**config.mk**
```make
export PLATFORM = sky130hd
export DESIGN_NAME = decode_stage
export DESIGN_NICKNAME = d
export VERILOG_FILES = /design/src/rtl/decode_stage_pkg.sv /design/src/rtl/decode_ctrl.sv /design/src/rtl/decode_stage.sv
export SDC_FILE = /design/constraint.sdc
export NUM_CORES = 1
export LEC_CHECK = 0
export CORE_UTILIZATION = 45
export CTS_BUF_LIST = sky130_fd_sc_hd__clkbuf_4 sky130_fd_sc_hd__clkbuf_8 sky130_fd_sc_hd__clkbuf_16
export CTS_CLUSTER_DIAMETER = 50
export DETAILED_ROUTE_END_ITERATION = 8
export PLACE_DENSITY = 0.81
export SETUP_SLACK_MARGIN = 0.4
export SYNTH_ARGS = -nofsm -noshare
export SYNTH_HDL_FRONTEND = slang
export SYNTH_SLANG_ARGS = --single-unit
```
**constraint.sdc**
```tcl
create_clock -name clk -period 2.81 [get_ports clk]
set_input_delay 0.562 -clock clk [delete_from_list [all_inputs] [get_ports clk]]
set_output_delay 0.562 -clock clk [all_outputs]
set_load 0.1 [all_outputs]
```
**src/rtl/decode_stage_pkg.sv**
```systemverilog
// Shared RV32I decode definitions: opcodes, ALU operation codes and the control bundle layout.
// Used by decode, execute and hazard logic so field positions never drift between stages.
package decode_stage_pkg;

  localparam logic [6:0] OPC_OP_IMM = 7'b0010011;
  localparam logic [6:0] OPC_OP     = 7'b0110011;
  localparam logic [6:0] OPC_BRANCH = 7'b1100011;
  localparam logic [6:0] OPC_JAL    = 7'b1101111;
  localparam logic [6:0] OPC_JALR   = 7'b1100111;
  localparam logic [6:0] OPC_LOAD   = 7'b0000011;
  localparam logic [6:0] OPC_STORE  = 7'b0100011;
  localparam logic [6:0] OPC_LUI    = 7'b0110111;
  localparam logic [6:0] OPC_AUIPC  = 7'b0010111;

  typedef enum logic [3:0] {
    ALU_ADD   = 4'd0,
    ALU_SUB   = 4'd1,
    ALU_SLL   = 4'd2,
    ALU_SLT   = 4'd3,
    ALU_SLTU  = 4'd4,
    ALU_XOR   = 4'd5,
    ALU_SRL   = 4'd6,
    ALU_SRA   = 4'd7,
    ALU_OR    = 4'd8,
    ALU_AND   = 4'd9,
    ALU_PASSB = 4'd10
  } aluop_e;

  // Field order is the out_ctrl bit order, branch in bit 7 down to illegal in bit 0.
  typedef struct packed {
    logic branch;
    logic jump;
    logic memread;
    logic memtoreg;
    logic memwrite;
    logic alusrc;
    logic regwrite;
    logic illegal;
  } ctrl_t;

  // instr[30] picks SUB only for register-register ops, SRA for both forms.
  function automatic aluop_e alu_from_f3(input logic [2:0] f3, input logic alt, input logic is_op);
    aluop_e op;
    case (f3)
      3'd0:    op = (is_op && alt) ? ALU_SUB : ALU_ADD;
      3'd1:    op = ALU_SLL;
      3'd2:    op = ALU_SLT;
      3'd3:    op = ALU_SLTU;
      3'd4:    op = ALU_XOR;
      3'd5:    op = alt ? ALU_SRA : ALU_SRL;
      3'd6:    op = ALU_OR;
      default: op = ALU_AND;
    endcase
    return op;
  endfunction

endpackage

```
**src/rtl/decode_ctrl.sv**
```systemverilog
// Combinational RV32I decode: control bits, ALU op, sign-extended immediate and source-register usage.
// Purely combinational, no latency and no flow control.
module decode_ctrl #(
  parameter int XLEN = 32
) (
  input  logic [31:0]     instr,
  output logic [7:0]      ctrl,
  output logic [3:0]      aluop,
  output logic [XLEN-1:0] imme,
  output logic            rs1_used,
  output logic            rs2_used
);
  import decode_stage_pkg::*;

  logic [6:0] opc;
  ctrl_t      c;
  aluop_e     op;

  assign opc  = instr[6:0];
  assign ctrl = c;
  assign aluop = op;

  always_comb begin
    c        = '0;
    op       = ALU_ADD;
    imme     = '0;
    rs1_used = 1'b1;
    rs2_used = 1'b0;
    case (opc)
      OPC_OP_IMM: begin
        c.alusrc   = 1'b1;
        c.regwrite = 1'b1;
        op         = alu_from_f3(instr[14:12], instr[30], 1'b0);
        imme       = XLEN'(signed'(instr[31:20]));
      end
      OPC_OP: begin
        c.regwrite = 1'b1;
        op         = alu_from_f3(instr[14:12], instr[30], 1'b1);
        rs2_used   = 1'b1;
      end
      OPC_BRANCH: begin
        c.branch = 1'b1;
        op       = ALU_SUB;
        imme     = XLEN'(signed'({instr[31], instr[7], instr[30:25], instr[11:8], 1'b0}));
        rs2_used = 1'b1;
      end
      OPC_JAL: begin
        c.jump     = 1'b1;
        c.regwrite = 1'b1;
        imme       = XLEN'(signed'({instr[31], instr[19:12], instr[20], instr[30:21], 1'b0}));
        rs1_used   = 1'b0;
      end
      OPC_JALR: begin
        c.jump     = 1'b1;
        c.regwrite = 1'b1;
        c.alusrc   = 1'b1;
        imme       = XLEN'(signed'(instr[31:20]));
      end
      OPC_LOAD: begin
        c.memread  = 1'b1;
        c.memtoreg = 1'b1;
        c.alusrc   = 1'b1;
        c.regwrite = 1'b1;
        imme       = XLEN'(signed'(instr[31:20]));
      end
      OPC_STORE: begin
        c.memwrite = 1'b1;
        c.alusrc   = 1'b1;
        imme       = XLEN'(signed'({instr[31:25], instr[11:7]}));
        rs2_used   = 1'b1;
      end
      OPC_LUI: begin
        c.alusrc   = 1'b1;
        c.regwrite = 1'b1;
        op         = ALU_PASSB;
        imme       = XLEN'(signed'({instr[31:12], 12'b0}));
        rs1_used   = 1'b0;
      end
      OPC_AUIPC: begin
        c.alusrc   = 1'b1;
        c.regwrite = 1'b1;
        imme       = XLEN'(signed'({instr[31:12], 12'b0}));
        rs1_used   = 1'b0;
      end
      default: c.illegal = 1'b1;
    endcase
  end

endmodule

```
**src/rtl/decode_stage.sv**
```systemverilog
// Registered decode stage with load-use bubble insertion and a saturating bubble counter.
// One cycle latency; output holds while out_ready is low, in_ready drops on backpressure or hazard.
module decode_stage #(
  parameter int XLEN      = 32,
  parameter int HAZARD_EN = 1,
  parameter int CNT_W     = 16
) (
  input  logic             clk,
  input  logic             rst,
  input  logic             in_valid,
  output logic             in_ready,
  input  logic [31:0]      in_instr,
  input  logic [XLEN-1:0]  in_pc,
  input  logic             in_take,
  input  logic             flush,
  output logic             out_valid,
  input  logic             out_ready,
  output logic [7:0]       out_ctrl,
  output logic [3:0]       out_aluop,
  output logic [XLEN-1:0]  out_imme,
  output logic [4:0]       out_rs1,
  output logic [4:0]       out_rs2,
  output logic [4:0]       out_rd,
  output logic [XLEN-1:0]  out_pc,
  output logic             out_take,
  output logic [CNT_W-1:0] stall_cnt
);
  import decode_stage_pkg::*;

  logic [7:0]      dec_ctrl;
  logic [3:0]      dec_aluop;
  logic [XLEN-1:0] dec_imme;
  logic            rs1_used;
  logic            rs2_used;
  ctrl_t           ctrl_q;
  logic            hazard;
  logic            adv;

  decode_ctrl #(.XLEN(XLEN)) u_decode_ctrl (
    .instr    (in_instr),
    .ctrl     (dec_ctrl),
    .aluop    (dec_aluop),
    .imme     (dec_imme),
    .rs1_used (rs1_used),
    .rs2_used (rs2_used)
  );

  assign out_ctrl = ctrl_q;

  // The held load's result is not available yet, so a dependent consumer must wait one cycle.
  assign hazard = (HAZARD_EN != 0) && in_valid && out_valid && ctrl_q.memread && (out_rd != 5'd0)
                  && (((out_rd == in_instr[19:15]) && rs1_used)
                   || ((out_rd == in_instr[24:20]) && rs2_used));

  assign adv      = !out_valid || out_ready;
  assign in_ready = !rst && (flush || (adv && !hazard));

  always_ff @(posedge clk) begin
    if (rst) begin
      out_valid <= 1'b0;
      ctrl_q    <= '0;
      out_aluop <= '0;
      out_imme  <= '0;
      out_rs1   <= '0;
      out_rs2   <= '0;
      out_rd    <= '0;
      out_pc    <= '0;
      out_take  <= 1'b0;
      stall_cnt <= '0;
    end else if (flush) begin
      out_valid <= 1'b0;
    end else if (adv) begin
      if (hazard) begin
        out_valid <= 1'b0;
        if (stall_cnt != {CNT_W{1'b1}})
          stall_cnt <= stall_cnt + 1'b1;
      end else if (in_valid) begin
        out_valid <= 1'b1;
        ctrl_q    <= dec_ctrl;
        out_aluop <= dec_aluop;
        out_imme  <= dec_imme;
        out_rs1   <= in_instr[19:15];
        out_rs2   <= in_instr[24:20];
        out_rd    <= in_instr[11:7];
        out_pc    <= in_pc;
        out_take  <= in_take;
      end else begin
        out_valid <= 1'b0;
      end
    end
  end

endmodule
```
== Yosys cells after proc, flatten, opt, wreduce, memory -nomap -nowiden ==
Cells that the tools add are included.

* Bits in registers: 109
* Input bits: 70
* Output and inout bits: 110
* Word-level logic and storage cells: 82

* Add/sub/neg operators: 1
* Equal/unequal tests: 18
* Multiplexer cells: 17
* Bitwise logic cells: 2
* Reductions and logical operators: 27

{| class="wikitable"
|+ Operator list
! kind !! count
|-
| $pmux 32 s5 || 1
|-
| $pmux 4 s7 || 2
|-
| $eq 7x6->1 const B || 3
|-
| $eq 7x7->1 const B || 3
|-
| $add 16x1->16 const B || 1
|-
| $ne 16x16->1 const B || 1
|-
| $pmux 4 s4 || 1
|-
| $eq 7x5->1 const B || 2
|-
| $mux 1 || 12
|-
| $eq 5x5->1 || 2
|-
| $eq 3x3->1 const B || 3
|-
| $reduce_or 3->1 || 3
|-
| $reduce_or 9->1 || 1
|-
| $logic_and 1x1->1 || 8
|-
| $reduce_and 4->1 || 2
|-
| $eq 7x2->1 const B || 1
|-
| $reduce_or 7->1 || 1
|-
| $eq 3x2->1 const B || 2
|-
| $reduce_or 2->1 || 3
|-
| $reduce_or 6->1 || 1
|-
| $reduce_bool 5->1 || 1
|-
| $eq 3x1->1 const B || 1
|-
| $logic_not 1->1 || 3
|-
| $logic_not 3->1 || 1
|-
| 3 further kinds || 6
|}

== Logic depth before layout (Yosys ltp) ==
* Word-level depth: 10
* Mapped depth: 9
* Mapped depth without buffers: 6

== Modules after synthesis ==
A second synthesis with hierarchy kept.

* Cells, all modules: 622
* Area, all modules: 4902.2 µm²

{| class="wikitable"
|+ By module, submodules not included
! module !! times used !! cells each !! area each (µm²) !! sequential area each (µm²)
|-
| decode_stage || 1 || 520 || 4145.2 || 2182.1
|-
| decode_ctrl || 1 || 102 || 757.0 || 0.0
|}

== Worst setup path before layout ==
OpenSTA, ideal clock, no wires.

* Path kind: register to output
* Start point: register out_rd[1]
* End point: output in_ready
* Arrival: 3.444 ns
* Data required time: 2.248 ns
* Path slack: -1.196 ns
* Stages on the path, launching flop included: 9
* Buffers on the path: 2
* Path through: dfxtp_1 > or4_1 > o21ai_2 > nor4_2 > a21oi_2 > buf_4 > buf_2 > a21oi_1 > nor2_1

* Cells in the longest elaborated chain, start to end: 8
* Elaborated cells on any way between the ends: 12
* Those cells by class: eq/ne (2); reduce/logical (10)

{| class="wikitable"
|+ Ends and longest elaborated chain
! what !! RTL line !! text
|-
| from (decl) || decode_stage.sv:23 || <nowiki>output logic [4:0] out_rd,</nowiki>
|-
| from (signal assigned) || decode_stage.sv:84 || <nowiki>out_rd <= in_instr[11:7];</nowiki>
|-
| $eq 5x5->1 (on tied branches) || decode_stage.sv:52, decode_stage.sv:53 ||
|-
| $logic_and 1x1->1 (on tied branches) || decode_stage.sv:52, decode_stage.sv:53 ||
|-
| $logic_or 1x1->1 || decode_stage.sv:53 || <nowiki>|| ((out_rd == in_instr[24:20]) && rs2_used));</nowiki>
|-
| $logic_and 1x1->1 (*) || decode_stage.sv:52 || <nowiki>&& (((out_rd == in_instr[19:15]) && rs1_used)</nowiki>
|-
| $logic_not 1->1 (*) || decode_stage.sv:56 || <nowiki>assign in_ready = !rst && (flush || (adv && !hazard));</nowiki>
|-
| $logic_and 1x1->1 (*) || decode_stage.sv:56 ||
|-
| $logic_or 1x1->1 (*) || decode_stage.sv:56 ||
|-
| $logic_and 1x1->1 (*) || decode_stage.sv:56 ||
|-
| to (decl) || decode_stage.sv:11 || <nowiki>output logic in_ready,</nowiki>
|}

Mark *: on every way between the ends. The rest lies on a longest branch, timed or not.

== Worst setup path in the final report ==
* Start point: input in_instr[5]
* End point: output in_ready

* Cells in the longest elaborated chain, start to end: 10
* Elaborated cells on any way between the ends: 18
* Those cells by class: eq/ne (6); mux (2); reduce/logical (10)

{| class="wikitable"
|+ Ends and longest elaborated chain
! what !! RTL line !! text
|-
| from (decl) || decode_stage.sv:12 || <nowiki>input logic [31:0] in_instr,</nowiki>
|-
| $eq 7x7->1, or another cell as far along || decode_ctrl.sv:29 || <nowiki>case (opc)</nowiki>
|-
| $reduce_or 3->1 (no line) || - ||
|-
| $mux 1 || decode_ctrl.sv:29 ||
|-
| $logic_and 1x1->1 (on tied branches) || decode_stage.sv:52, decode_stage.sv:53 ||
|-
| $logic_or 1x1->1 (*) || decode_stage.sv:53 ||
|-
| $logic_and 1x1->1 (*) || decode_stage.sv:52 ||
|-
| $logic_not 1->1 (*) || decode_stage.sv:56 ||
|-
| $logic_and 1x1->1 (*) || decode_stage.sv:56 ||
|-
| $logic_or 1x1->1 (*) || decode_stage.sv:56 ||
|-
| $logic_and 1x1->1 (*) || decode_stage.sv:56 ||
|}

Marks and branches as above.

==> flow_summary.json <==
{
  "status": "finished, final reports clean",
  "grt_pass1_vias": 4635,
  "vdd_drop_max_uv": 266,
  "clock_latency_ps": 380,
  "reg2reg_slack_ps": 150,
  "die-area_mm2": 0.0113,
  "layout_common_cells": "buf_4, dfxtp_1, nor2_1, clkdlybuf4s50_1, mux2i_1",
  "post-route-period-util_pct": 97.6,
  "setup_ws_ps": 67.8,
  "r2r_cells": 12,
  "synth_compound_area_share_pct": 17.1,
  "post_drt_wl_per_cell_um": 19.2,
  "nets": 836,
  "place_ws_ps": -115,
  "yosysUniqueCellTypes": 50,
  "synth_edf_count": 0,
  "grt-ovfl-total": 0,
  "end_kind": "output pin",
  "first_pass_iters": 5,
  "crit-reg2reg-launch": "out_rd[2]$_SDFFE_PP0P_",
  "ant_nets": 0,
  "fin_skew_ps": 11.5,
  "n_fill_cell": 655,
  "ys_seq_area_share_pct": 44.0,
  "final_common_cell": "buf_4",
  "synth.area.top_cells": "dfxtp_1, mux2i_1, nor2_1",
  "power_density_mw_per_mm2": 471,
  "ctsHoldBuffers": 0,
  "globalplace.congestion": 0.946,
  "r2r-end": "out_pc[9]$_SDFFE_PP0P_",
  "cts_made_buffers": 9,
  "grt_pass1_wl_um": 22600,
  "rsz0062_at_grt": "true",
  "tightest_slew_ps": 681,
  "cts_root_buffer": "clkbuf_8",
  "synthAdderAreaFrac_pct": 0.255,
  "syn-num-nets": 603,
  "place.port_buffers": 179,
  "cp-start-kind": "input pin",
  "max-cap-violations": 0,
  "hold_path_class": "reg2reg",
  "ys_seq_elements": 108,
  "grt_start_max_net_pins": 49,
  "min_period_ps": 2740,
  "drc": 0,
  "syn-cell-area_mm2": 0.00491,
  "core_mm2": 0.0105,
  "critical_path_arrival_ps": 2180,
  "ys_dominant_reg_cell": "dfxtp_1",
  "yosys-mux-area-fraction_pct": 12.1,
  "holdWs_ps": 464,
  "syn_inst": 532,
  "cp.required_ps": 2250,
  "synth_xor_area_share_pct": 1.96,
  "die_width_um": 106,
  "fp.dieH_um": 106,
  "crit_type": "in2out",
  "finalHoldViolCount": 0,
  "setup_viol_count_final": 0,
  "clock-sinks": 108,
  "cts_tree": "yes",
  "core.rowCount": 37,
  "drt_iter0_markers": 285,
  "clk_pin_slew_worst_paths_ps": 110,
  "yosys.area_share.simple_pct": 19.3,
  "p_leak_nw": 3.34,
  "critPathCapture": "in_ready",
  "antenna_found_initial": 1,
  "vias_per_cell": 5.65,
  "ios": 180,
  "num_vias": 5121,
  "critPathLaunch": "in_instr[5]",
  "layout-drive-gt1-share_pct": 42.7,
  "fmax_mhz": 365,
  "clk_path_buf_depth": 2,
  "synth.avg_cell_area_um2": 9.23,
  "area_growth_pct": 64.7,
  "dp_hpwl_um": 10700,
  "max-slew-margin-rel_pct": 54.0,
  "track_usage_pct": 25.2,
  "critPathMaxFanout": 2,
  "synth_area_leader_cell": "dfxtp_1",
  "ys_warn_count": 0,
  "async_flop_share_pct": 0,
  "yosysTopAreaCellShare_pct": 44.0,
  "synth_top_family_by_area": "simple AND/OR/NAND/NOR gates",
  "start_util_pct": 46.9,
  "cts_max_level": 3,
  "drv_slew": 0,
  "drt_wl_total_um": 17500
}
[worst min-delay path by stage]
| stage | startpoint | endpoint | slack, ps | cells past startpoint |
|---|---|---|---|---|
| finish | out_imme[9]$_SDFFE_PP0P_ | out_imme[9]$_SDFFE_PP0P_ | 460 | 2 |
| global route | out_imme[6]$_SDFFE_PP0P_ | out_imme[6]$_SDFFE_PP0P_ | 470 | 2 |
| detailed placement | out_imme[6]$_SDFFE_PP0P_ | out_imme[6]$_SDFFE_PP0P_ | 460 | 2 |
| CTS | out_imme[6]$_SDFFE_PP0P_ | out_imme[6]$_SDFFE_PP0P_ | 470 | 2 |
| floorplan | flush | out_valid$_SDFFE_PP0N_ | 630 | 1 |
| global placement | out_imme[5]$_SDFFE_PP0P_ | out_imme[5]$_SDFFE_PP0P_ | 450 | 2 |
[critical path, stage by stage]
cell             delay [ps]
clkdlybuf4s50_1         570
nand3b_1                170
nor2_4                  150
a31oi_4                 130
a21oi_4                 230
a21oi_4                  80
nor2_4                  100
buf_12                  180
[cell usage after synthesis (all sizes together) (2+ instances only)]
library cell	instances
a211oi	30
a21oi	36
a22oi	7
a31o	2
a31oi	2
and3	5
and4	2
buf	23
clkbuf	18
dfxtp	108
inv	2
mux2	4
mux2i	55
nand2	20
nand2b	9
nand3	23
nand4	4
nor2	103
nor2b	6
nor3	4
nor4	5
o21a	3
o21ai	22
o31ai	2
o41ai	2
or3	10
or4	3
xnor2	9
xor2	2
[per-layer routing]
| layer | wire, um | track usage [%] | up-vias |
|---|---|---|---|
| met3 | 1140 | 3.56 | 42 |
| met2 | 8790 | 44.5 | 265 |
| met4 | 582 | 11.1 | 0 |
| met5 | 0 | 0 | - |
| li1 | - | - | 2350 |
| met1 | 6930 | 30.3 | 2464 |
[logic make-up (layout without fill, tap and decap cells)]
logic type | count (synthesis) | after routing
adder cells (fa/ha/maj) | 1 | 1
AND/OR/NAND/NOR | 199 | 199
flip-flops | 108 | 108
AO/OA/AOI/OAI | 110 | 110
multiplexers | 59 | 59
XOR/XNOR | 11 | 11
buffers and inverters | 44 | 282
other | 0 | 1
[per-stage QoR]
| stage | std cells | setup TNS [ps] | total power [mW] | util (%) | instance area (um2) |
|---|---|---|---|---|---|
| global route | 907 | -9.17 | 3.92 | 77.3 | 8090 |
| floorplan | 532 | -40.2 | 2.34 | - | 5010 |
| detailed placement | 851 | -5780 | 2.64 | 65.4 | 6840 |
| finish | 907 | 0 | 3.81 | 77.3 | 8090 |
| CTS | 878 | 0 | 3.66 | 68.7 | 7190 |
| global placement | 851 | -1910 | 2.62 | 65.4 | 6840 |
[flip-flops by register name, indices dropped and copies added (netlist names)]
name,cells
out_valid,1
out_take,1
out_rd,5
out_rs2,5
out_imme,32
out_pc,32
stall_cnt,16
out_ctrl,7
out_aluop,4
out_rs1,5
[power by group]
group | switching [mW] | internal [mW] | total, mW | leakage (nW)
Clock | 0.589 | 0.436 | 1.02 | 0.110
Combinational | 0.746 | 0.396 | 1.14 | 2.34
Sequential | 0.0484 | 1.59 | 1.64 | 0.890
[area by class of cell]
class                           count  area [um2]  share of cell area (%)
Timing Repair Buffer              263        2560                    31.7
Multi-Input combinational cell    380        2930                    36.3
Antenna cell                        1        2.50                  0.0309
Tap cell                          136         170                    2.10
Clock inverter                      7        91.3                    1.13
Clock buffer                        9         124                    1.53
Sequential cell                   108        2190                    27.1
Inverter                            3        11.3                   0.139
[repair_timing]
action | CTS | global route
gates resized for setup | 14 | 120
cloned | 0 | 15
endpoints found under the setup margin | 96 | 106
buffers inserted | 11 | 13
pin swaps | 9 | 38
endpoints found under the hold margin | 0 | 0
(Power assumes the default switching activity.)
==> edit 1 (same settings) <==
`HAZARD_EN`: 1 -> 0.
--- a/src/rtl/decode_stage.sv
+++ b/src/rtl/decode_stage.sv
@@ -3,5 +3,5 @@
 module decode_stage #(
   parameter int XLEN      = 32,
-  parameter int HAZARD_EN = 1,
+  parameter int HAZARD_EN = 0,
   parameter int CNT_W     = 16
 ) (
Formal check against the unedited RTL: not equivalent (Yosys sat finds a counterexample within 4 cycles, from zero or initial values and one cycle with rst high).
==> edit 1 against the unedited design <==
- power fell by 20%
- cell area is 29% lower
- area after synthesis shrank 16%
- worst setup slack improved by 0.55 ns
- first-iteration DRC count shrank 35%
- register-to-register slack improved by 0.83 ns
- global-route usage decreased by 1.2 points
- core utilization down 11 points
- sequential cell count decreased by 16
- die area decreased by 16%
- wire length fell by 34%
- critical endpoint is now out_imme[1]
==> edit 1: results (changes against the unedited design) <==
| Metric | Value |
|---|---|
| Status | finished clean |
| CTS clk-pin slew, worst paths | 0.10 ns |
| Largest net degree at the start of global routing | 38 (-22%) |
| Post-CTS sizing | 0 (-14) |
| Initial DRT Pass Iterations | 4 (-1) |
| Max VDD drop | 327 uV (+23%) |
| Sw Pwr | 1.05 mW (-24%) |
| Multi-input gate count | 352 (-7.4%) |
| Layout cell share with drive strength beyond 1 | 0.252 (-0.175) |
| PnR Total Power | 3.06 mW (-20%) |
| Seq power | 1.36 mW (-17%) |
| Clock-cell share of area | 0.0379 (+0.0113) |
| Inverters | 4 (+1) |
| First-pass GRT wire length | 18.5 mm (-18%) |
| Comb power frac | 0.240 (-0.060) |
| Synth unique cells | 53 (+6.0%) |
| Worst slack at placement | 0.284 ns (+0.400 ns) |
| Final #Nets | 708 (-15%) |
| Crit path DAT | 2.46 ns (+0.28 ns) |
| GP Congestion | 0.838 (-11%) |
| Synth cell count leaders | 133 x nand2_1, 92 x dfxtp_1, 75 x a21oi_1, 19 x buf_4 |
| Reg area | 1840 sq um (-16%) |
| Total GRT Usage | 0.240 (-0.0122) |
| Seq/Total Area, Yosys | 0.448 (+0.00759) |
| Synth Area in XOR/XNOR | 0 (-0.0196) |
| Slew @ Worst Pin | 0.611 ns (-0.0703 ns) |
| Clkbuf count | 11 (+2) |
| P_leak | 2.24 nW (-33%) |
| Post-DP HPWL | 8.44 mm (-21%) |
| Non-clock buffer count | 179 (-32%) |
| Post-Synth Adder-Cell Area | 0 (-0.00255) |
| Clock skew | 0.00714 ns (-0.00436 ns) |
| Compound-Gate Fraction of Synth Area | 0.261 (+0.0907) |
| Seq_cells | 92 (-15%) |
| Post-synthesis mux area share | 0.00243 (-0.119) |
| Worst-skew pair later-pin latency | 0.36 ns (-0.02 ns) |
| Vias per cell | 5.31 (-6.0%) |
| Area taken by multi-input logic gates | 2020 sq um (-31%) |
| Crit path largest cell delay | 0.59 ns (+0.02 ns) |
| # Post-CTS Setup Buffers | 0 (-11) |
| Starting DRC count in detailed routing | 186 (-35%) |
| Vias in the first global route | 3715 (-20%) |
| Non-clock buffering overhead | 0.268 (-0.0491) |
| CP max FO | 10 (+8) |
## edit 1: final timing paths
path / from / to / slack (ns) / cells past startpoint
max: in_instr[2] / out_imme[1] / 0.62 / 6
min: out_rs2[3] / out_rs2[3] / 0.46 / 2
max reg2reg: out_valid / out_imme[28] / 0.98 / 5
min reg2reg: out_rs2[3] / out_rs2[3] / 0.46 / 2
## edit 1: worst register-to-register path: stages, from the launching register on
cell and delay (ns):
dfxtp_1 0.36, nor2b_1 0.37, o21ba_2 0.60, buf_4 0.27, nand2_1 0.09, o31ai_2 0.07
## edit 1: layer usage
layer	GRT usage	vias up	wire, um
li1	-	1969	-
met1	0.298	1860	4970
met2	0.408	142	5680
met3	0.0424	16	615
met4	0.101	0	229
met5	0	-	0
## edit 1: stage by stage
step | area [sq um] | cells | util
4_1_cts | 5780 | 751 | 0.659
6_report | 5780 | 751 | 0.659
3_3_place_gp | 5560 | 735 | 0.634
5_1_grt | 5780 | 751 | 0.659
2_1_floorplan | 4170 | 501 | -
3_5_place_dp | 5560 | 735 | 0.634
==> edit 2 (same flow settings) <==
Without the edit above. Put one more register stage on the output `stall_cnt`. The value now appears one clock later. The other outputs are not delayed to match.
--- a/src/rtl/decode_stage.sv
+++ b/src/rtl/decode_stage.sv
@@ -27,4 +27,6 @@
 );
   import decode_stage_pkg::*;
+
+  logic [CNT_W-1:0] stall_cnt_s0;
 
   logic [7:0]      dec_ctrl;
@@ -67,5 +69,5 @@
       out_pc    <= '0;
       out_take  <= 1'b0;
-      stall_cnt <= '0;
+      stall_cnt_s0 <= '0;
     end else if (flush) begin
       out_valid <= 1'b0;
@@ -73,6 +75,6 @@
       if (hazard) begin
         out_valid <= 1'b0;
-        if (stall_cnt != {CNT_W{1'b1}})
-          stall_cnt <= stall_cnt + 1'b1;
+        if (stall_cnt_s0 != {CNT_W{1'b1}})
+          stall_cnt_s0 <= stall_cnt_s0 + 1'b1;
       end else if (in_valid) begin
         out_valid <= 1'b1;
@@ -91,3 +93,7 @@
   end
 
+  always_ff @(posedge clk) begin
+    stall_cnt <= stall_cnt_s0;
+  end
+
 endmodule
Check against the original RTL: not equivalent (a bounded check fails within 4 cycles, from zero or initial values and one cycle with rst high).
==> edit 2 against the unedited design <==
- the flow now finishes with violations (setup timing)
- register-to-register slack better by 0.05 ns
- area after synthesis up 0.76%
- clock skew decreased by 0.0021 ns
- worst setup slack got worse by 0.18 ns
- via count is 3.6% higher
- sequential power rose by 13%
- wire length fell by 7.9%
- power is 31% higher
- cell area is 3.6% lower
- sequential cell count is 16 higher
==> edit 2: results (changes against the unedited design) <==
| Metric | Value |
|---|---|
| Final #Nets | 884 (+5.7%) |
| Worst-path cell with the longest stage delay | or4_4 |
| Failing checks | setup timing |
| Synth unique cells | 51 (+2.0%) |
| Max VDD drop | 381 uV (+43%) |
| Post-synth EDFFs | 0 (unchanged) |
| Crit path DAT | 2.36 ns (+0.18 ns) |
| Vias in the first global route | 5008 (+8.0%) |
| Layout cell share with drive strength beyond 1 | 0.285 (-0.143) |
| Yosys warns | 0 (unchanged) |
| Rel. slew slack | 0.662 (+0.121) |
| Clock skew | 0.00943 ns (-0.00207 ns) |
| WL final | 16.1 mm (-7.9%) |
| Post-DP HPWL | 10.5 mm (-2.3%) |
| Asr flop ratio synth | 0 (unchanged) |
| Clock Tree Buf Depth | 2 (unchanged) |
| First-pass GRT wire length | 24.0 mm (+6.2%) |
| CTS clk-pin slew, worst paths | 0.06 ns (-0.05 ns) |
| PortBufs | 179 (unchanged) |
| Min-Delay Path Class | reg2reg |
| Final setup vio count | 1 (+1) |
| Regs by FF count | out_imme (32), out_pc (32) |
| Vias per cell | 5.51 (-2.3%) |
| CTS buffer count | 17 (+8) |
| H-tree levels | 4 (+1) |
| CP max FO | 5 (+3) |
| Worst-skew pair later-pin latency | 0.52 ns (+0.14 ns) |
| GP Congestion | 0.875 (-7.4%) |
| Net Count, Synth | 670 (+11%) |
| Seq/Total Area, Yosys | 0.502 (+0.0614) |
| Most used DFF post-synth | dfxtp_1 |
| P_leak | 3.15 nW (-5.6%) |
| Total GRT Usage | 0.267 (+0.0150) |
| Post-layout worst setup margin | -0.112 ns (-0.180 ns) |
| Status | finished with violations |
| CTS Root Cell | clkbuf_8 |
| Synth cell count leaders | 125 x nand2_1, 124 x dfxtp_1, 78 x a21oi_1, 39 x nor2_1 |
| Largest net degree at the start of global routing | 85 (+73%) |
| Ant diodes | 0 (-1) |
| Synth top area cells | dfxtp_1 50%, nand2_1 9.5%, a21oi_1 7.9% |
| Antenna violations before repair | 0 (-1) |
| Starting DRC count in detailed routing | 380 (+33%) |
| Initial DRT Pass Iterations | 5 (unchanged) |
| Delay-heaviest family, CP | simple AND/OR/NAND/NOR gates |
-- edit 2: layout make-up --
class	count	area, sq um
fill	747	2710
inverter	5	18.8
tap	136	170
timing repair buffer	239	2160
sequential	124	2500
clock buffer	19	429
clock inverter	13	149
multi-input combinational	426	2370
-- edit 2: cell families (layout without fill, tap and decap cells) --
kind of cell,Yosys count,in the layout,synth area share
AND/OR/NAND/NOR,267,267,0.249
AO/OA/AOI/OAI,140,141,0.170
flip-flops,124,124,0.502
buffers and inverters,50,276,0.0435
XOR/XNOR,10,10,0.0177
multiplexers,7,7,0.0154
adder cells (fa/ha/maj),1,1,0.00253
-- edit 2: power breakdown --
| group | switching, mW | internal, mW |
|---|---|---|
| clock | 0.783 | 1.36 |
| combinational | 0.680 | 0.312 |
| sequential | 0.0399 | 1.82 |
-- edit 2: path summary, 6_finish.rpt --
kind / start / endpoint / slack [ns] / cells after the start
setup / recovery: out_rd[2] / in_ready / -0.11 / 7
hold / removal: stall_cnt_s0[14] / stall_cnt[14] / 0.38 / 0
setup reg to reg: out_rd[0] / out_imme[19] / 0.20 / 10
hold reg to reg: stall_cnt_s0[14] / stall_cnt[14] / 0.38 / 0
-- edit 2: layer usage --
| layer | GRT usage | vias to the layer above | share of wire |
|---|---|---|---|
| met4 | 0.107 | 0 | 0.025 |
| li1 | - | 2525 | - |
| met2 | 0.453 | 242 | 0.50 |
| met3 | 0.0796 | 38 | 0.081 |
| met5 | 0 | - | 0 |
| met1 | 0.315 | 2500 | 0.40 |
-- edit 2: timing repair --
item                       4_1_cts  5_1_grt
cloned                           0        5
pin swaps                        4        8
resized for setup                1       19
buffers inserted                 5        8
setup endpoints to repair       75       38
-- edit 2: metrics by stage --
step	setup TNS (ns)	cell area (sq um)	setup WS [ns]	std cells	utilization
after floorplan	-0.0610	5010	-0.0610	599	-
after global placement	-0.181	6890	-0.0481	912	0.656
after detailed placement	-2.05	6890	-0.120	912	0.656
after CTS	-0.120	7510	-0.120	949	0.715
after global routing	-0.191	7800	-0.191	962	0.742
final	-0.112	7800	-0.112	962	0.742
